<file path="src/rtl/systolic_pkg.sv">
// Shared definitions for the systolic-array matrix loader and writer.
package systolic_pkg;

    // Sequencing states for the matrix stream engines.
    typedef enum logic [1:0] {
        IDLE,
        SEND,
        DONE
    } state_t;

    // Address width for n linear elements; never narrower than one bit.
    function automatic int unsigned addr_width(input int unsigned n);
        int unsigned w;
        w = 1;
        if (n > 1) begin
            w = $clog2(n);
        end
        return w;
    endfunction

endpackage

</file>
<file path="src/rtl/matrix_writer_if.sv">
// Valid/ready write port carrying one matrix element per transfer.
interface matrix_writer_if #(
    parameter int unsigned ADDR_W     = 4,
    parameter int unsigned DATA_WIDTH = 8
);
    logic                  wr_valid;
    logic [ADDR_W-1:0]     wr_addr;
    logic [DATA_WIDTH-1:0] wr_data;
    logic                  wr_ready;

    modport master (
        output wr_valid,
        output wr_addr,
        output wr_data,
        input  wr_ready
    );

    modport slave (
        input  wr_valid,
        input  wr_addr,
        input  wr_data,
        output wr_ready
    );
endinterface

</file>
<file path="src/rtl/matrix_writer.sv">
// Captures a parallel result matrix in one cycle and streams it row-major
// over a valid/ready write port (linear index = ARRAY_L*row + col).
module matrix_writer
    import systolic_pkg::*;
#(
    parameter int unsigned DATA_WIDTH = 8,
    parameter int unsigned ARRAY_W    = 4,
    parameter int unsigned ARRAY_L    = 4
) (
    input  logic clk,
    input  logic reset,
    input  logic start,
    input  logic [0:ARRAY_W-1][0:ARRAY_L-1][DATA_WIDTH-1:0] data_res,
    output logic busy,
    output logic done,
    matrix_writer_if.master wr
);

    localparam int unsigned N      = ARRAY_W * ARRAY_L;
    localparam int unsigned ADDR_W = addr_width(N);
    localparam int unsigned ROW_W  = addr_width(ARRAY_W);
    localparam int unsigned COL_W  = addr_width(ARRAY_L);

    localparam logic [ADDR_W-1:0] IDX_LAST = ADDR_W'(N - 1);
    localparam logic [COL_W-1:0]  COL_LAST = COL_W'(ARRAY_L - 1);

    state_t state;
    state_t state_next;

    logic capture;
    logic advance;

    logic [0:ARRAY_W-1][0:ARRAY_L-1][DATA_WIDTH-1:0] captured;
    logic [ADDR_W-1:0] idx;
    logic [ROW_W-1:0]  row;
    logic [COL_W-1:0]  col;

    // State register.
    always_ff @(posedge clk or posedge reset) begin
        if (reset) begin
            state <= IDLE;
        end else begin
            state <= state_next;
        end
    end

    // Next-state decode plus capture/advance strobes for the datapath.
    always_comb begin
        state_next = state;
        capture    = 1'b0;
        advance    = 1'b0;
        case (state)
            IDLE: begin
                if (start) begin
                    capture    = 1'b1;
                    state_next = SEND;
                end
            end
            SEND: begin
                if (wr.wr_ready) begin
                    if (idx == IDX_LAST) begin
                        state_next = DONE;
                    end else begin
                        advance = 1'b1;
                    end
                end
            end
            DONE: begin
                state_next = IDLE;
            end
            default: begin
                state_next = IDLE;
            end
        endcase
    end

    // Capture register and linear/row/column counters; row and column
    // track idx so the element select needs no division.
    always_ff @(posedge clk or posedge reset) begin
        if (reset) begin
            captured <= '0;
            idx      <= '0;
            row      <= '0;
            col      <= '0;
        end else if (capture) begin
            captured <= data_res;
            idx      <= '0;
            row      <= '0;
            col      <= '0;
        end else if (advance) begin
            idx <= idx + 1'b1;
            if (col == COL_LAST) begin
                col <= '0;
                row <= row + 1'b1;
            end else begin
                col <= col + 1'b1;
            end
        end
    end

    // Outputs decode from registered state only.
    always_comb begin
        busy        = (state != IDLE);
        done        = (state == DONE);
        wr.wr_valid = (state == SEND);
        wr.wr_addr  = '0;
        wr.wr_data  = '0;
        if (state == SEND) begin
            wr.wr_addr = idx;
            wr.wr_data = captured[row][col];
        end
    end

endmodule

</file>
<file path="src/flat_wrapper.sv">
// flat-port wrapper written by rule: the top's interface ports become plain ports
module matrix_writer_flat import systolic_pkg::*;
#(
    parameter int unsigned DATA_WIDTH = 8,
    parameter int unsigned ARRAY_W    = 4,
    parameter int unsigned ARRAY_L    = 4
)
  (clk, reset, start, data_res, busy, done, wr_wr_valid, wr_wr_addr, wr_wr_data, wr_wr_ready);
  matrix_writer_if #(.ADDR_W(4), .DATA_WIDTH(DATA_WIDTH)) wr_i ();
  input  logic clk;
  input  logic reset;
  input  logic start;
  input  logic [0:ARRAY_W-1][0:ARRAY_L-1][DATA_WIDTH-1:0] data_res;
  output logic busy;
  output logic done;
  output wire logic [$bits(wr_i.wr_valid)-1:0] wr_wr_valid;
  output wire logic [$bits(wr_i.wr_addr)-1:0] wr_wr_addr;
  output wire logic [$bits(wr_i.wr_data)-1:0] wr_wr_data;
  input wire logic [$bits(wr_i.wr_ready)-1:0] wr_wr_ready;
  assign wr_wr_valid = wr_i.wr_valid;
  assign wr_wr_addr = wr_i.wr_addr;
  assign wr_wr_data = wr_i.wr_data;
  assign wr_i.wr_ready = wr_wr_ready;
  matrix_writer #(.DATA_WIDTH(DATA_WIDTH), .ARRAY_W(ARRAY_W), .ARRAY_L(ARRAY_L)) u_core (.clk(clk), .reset(reset), .start(start), .data_res(data_res), .busy(busy), .done(done), .wr(wr_i));
endmodule
</file>
<file path="config.mk">
export PLATFORM = sky130hd
export DESIGN_NAME = matrix_writer_flat
export DESIGN_NICKNAME = d
export VERILOG_FILES = /design/src/rtl/systolic_pkg.sv /design/src/rtl/matrix_writer_if.sv /design/src/rtl/matrix_writer.sv /design/src/flat_wrapper.sv
export SDC_FILE = /design/constraint.sdc
export NUM_CORES = 1
export LEC_CHECK = 0
export BUFFER_PORTS_ARGS = -buffer_cell sky130_fd_sc_hd__buf_2
export CORE_ASPECT_RATIO = 0.6
export CORE_MARGIN = 10
export CORE_UTILIZATION = 58
export CTS_CLUSTER_DIAMETER = 100
export DETAILED_ROUTE_END_ITERATION = 8
export PLACE_DENSITY = 0.88
export SLEW_MARGIN = 20
export SYNTH_ARGS = -nofsm -noshare
export SYNTH_HDL_FRONTEND = slang
export SYNTH_SLANG_ARGS = --single-unit
</file>
<file path="constraint.sdc">
create_clock -name clk -period 8.2 [get_ports clk]
set_clock_uncertainty 0.1 [all_clocks]
set_input_delay 0.82 -clock clk [delete_from_list [all_inputs] [get_ports clk]]
set_output_delay 0.82 -clock clk [all_outputs]
set_load 0.1 [all_outputs]
</file>
==> impl_metrics.yaml <==
run_status:
  outcome: "complete, no violations"
placed_design:
  io_buffers: 146
  gp_congestion: 0.8523
  pre_cts_ws_ps: 4656
  hpwl_um: 11330
clock_network:
  cts_tree: "done"
  cts_buffers: 17
  post-cts-setup-buffers: 0
  cts_hold_buf: 0
  clock_sinks: 138
  clk_latency_ps: 410
  cts_root_buffer: "clkbuf_16"
  cts_max_path_buffers: 2
  cts_resized: 0
  clkTransAtPathRegs_ps: 60
  cts_max_level: 4
grt:
  grt_pass1_wl_um: 24740
  grt_max_degree: 96
  grt.total_usage_pct: 20.32
  grt_pass1_vias: 4616
  grt_remaining_overflow: 0
  grt_antenna_before_repair: 0
route:
  wl_per_cell_um: 21.56
  drt-initial-drc-count: 210
  via_count: 4120
  vias_per_cell: 5.675
  final_antenna_net_count: 0
  first_pass_iters: 4
  wirelength_um: 15650
  route.detailed.drc: 0
worst_setup_path:
  cp.arrival_ps: 3100
  critPathLaunchType: "flop"
  crit_type: "reg2out"
  end_kind: "primary output"
  required_ps: 7280
  cp_max_fo: 31
pwr:
  power_switching_w: 0.001465
  ir_worst_vdd_v: 0.0002913
  power_density_nw_per_um2: 475.5
  p_clk_share_pct: 23.8
  combPwrFrac_pct: 41.9
  pwr-share-seq_pct: 34.3
  p_leak_nw: 3.522
  p_sw_share_pct: 39.31
  intPower_w: 0.002263
die:
  initial_utilization_pct: 60.18
  core_area_um2: 10740
  boundaryPins: 147
  die_h_um: 101.8
  die_area_um2: 15910
  die_w_um: 156.3
  rows: 29
synth:
  synth_warnings: 0
  netlist_top_cells_area: "dfrtp_1 53%, mux2_2 22%, mux4_2 5.2%"
  netlist_area_um2: 6464
  synth.distinct_cells: 38
  yosysTopAreaCell: "dfrtp_1"
  yosys_register_bits: 138
  synth_top_area_share_pct: 53.43
  syn_nets: 570
  synth_seq_area_share_pct: 53.43
  synthCells: 436
  syn-mean-instance-area_um2: 14.82
sta:
  slew_headroom_pct: 43.35
  tns_ps: 0
  fin_crit_sh_pct: 49.02
  fmax_mhz: 248.8
  finalSetupViolCount: 0
  finalHoldViolCount: 0
  period_minus_slack_ps: 4020
  tightest_slew_ps: 849.7
  rsz0062_at_grt: "false"
  drv_slew: 0
  final.setup.worst_slack_ps: 4180
cells_and_area:
  fin_nets: 709
  area_growth_pct: 21.31
  layout_common_cells: "146 x buf_2, 136 x dfrtp_1, 128 x mux2_2"
  drive_above_1_share_pct: 55.88
  diodes: 0
  mostFrequentLayoutCell: "buf_2"
hold_path:
  hp-class: "reg2reg"
run:
  maxCapViolations: 0
-- metal layers --
layer	up-vias	global-route usage [%]	share of wire, %
met5	-	0	0
met4	0	6.282	1.1
met3	13	7.787	9.0
met2	148	30.14	44
met1	2072	27.20	46
li1	1887	-	-
-- sequential cells by signal, summed over array words and instances (netlist names) --
signal and flops:
u_core.captured 128, u_core.col 2, u_core.idx 4, u_core.row 2, u_core.state 2
-- metrics by stage --
stage	std cells	util (%)	instance area [um^2]	hold WS (ps)	total power, W
3_3_place_gp	694	66.38	7129	382.9	0.002767
6_report	726	73.01	7841	401.9	0.003728
4_1_cts	725	72.72	7810	404.3	0.003739
3_5_place_dp	694	66.39	7131	390.9	0.002837
5_1_grt	726	73.01	7841	418.2	0.003903
2_1_floorplan	436	-	6464	364.5	0.002513
-- kinds of logic (layout without fill, tap and decap cells) --
logic type,count (synthesis),after routing,synth area share [%]
multiplexers,178,178,33.45
AO/OA/AOI/OAI,31,31,3.523
buffers and inverters,33,184,4.433
XOR/XNOR,5,5,0.6775
AND/OR/NAND/NOR,49,49,4.104
flip-flops,138,138,53.43
adder cells (fa/ha/maj),2,2,0.3871
-- area by class of cell --
type	instances	area, um^2
fillers	714	2899
clock buffers	19	432.9
multi-input cells	265	2731
inverters	3	16.27
flip-flops and latches	138	3456
well taps	139	173.9
repair buffers	150	784.5
clock inverters	12	246.5
-- worst max-delay path, cell delays in order (launching register included) --
cell and delay, ps:
dfrtp_2 740, buf_4 560, mux4_2 590, mux2i_1 270, o22ai_1 170, buf_2 320
-- synthesized netlist by cell type, drive strengths merged --
cell and number:
o21ai 6, a22oi 10, xor2 4, buf 28, and3 1, and3b 1
o22ai 3, nor2 12, mux4 17, o31ai 2, or2 1, nor4b 2
a221o 2, dfrtp 138, nor3b 1, ha 2, nor2b 6, mux2i 33
nand4 2, inv 3, clkbuf 2, a221oi 3, xnor2 1, nand2b 1
nand2 7, mux2 128, or3b 1, and2 6, a211oi 4, a21o 1
and2b 2, nand3 6
-- path summary, 6_finish.rpt --
path                       cells past startpoint             endpoint                start  slack [ps]
max                                            5        wr_wr_data[0]        u_core.row[0]        4180
max reg2reg                                    4  u_core.captured[53]      u_core.state[0]        5480
max in group asynchronous                      3        u_core.col[0]                reset        6310
min reg2reg                                    1  u_core.captured[82]  u_core.captured[82]         400
min                                            1  u_core.captured[82]  u_core.captured[82]         400
min in group asynchronous                      2   u_core.captured[2]                reset         450
-- power groups by stage --
stage	Combinational (W)	Clock [W]	Sequential (W)
6_report	0.00156	0.000887	0.00128
5_1_grt	0.00165	0.000928	0.00133
4_1_cts	0.00156	0.000899	0.00128
3_5_place_dp	0.00155	0	0.00129
3_3_place_gp	0.00151	0	0.00125
2_1_floorplan	0.00136	0	0.00116
No activity file was read; power rests on OpenSTA's default activity.
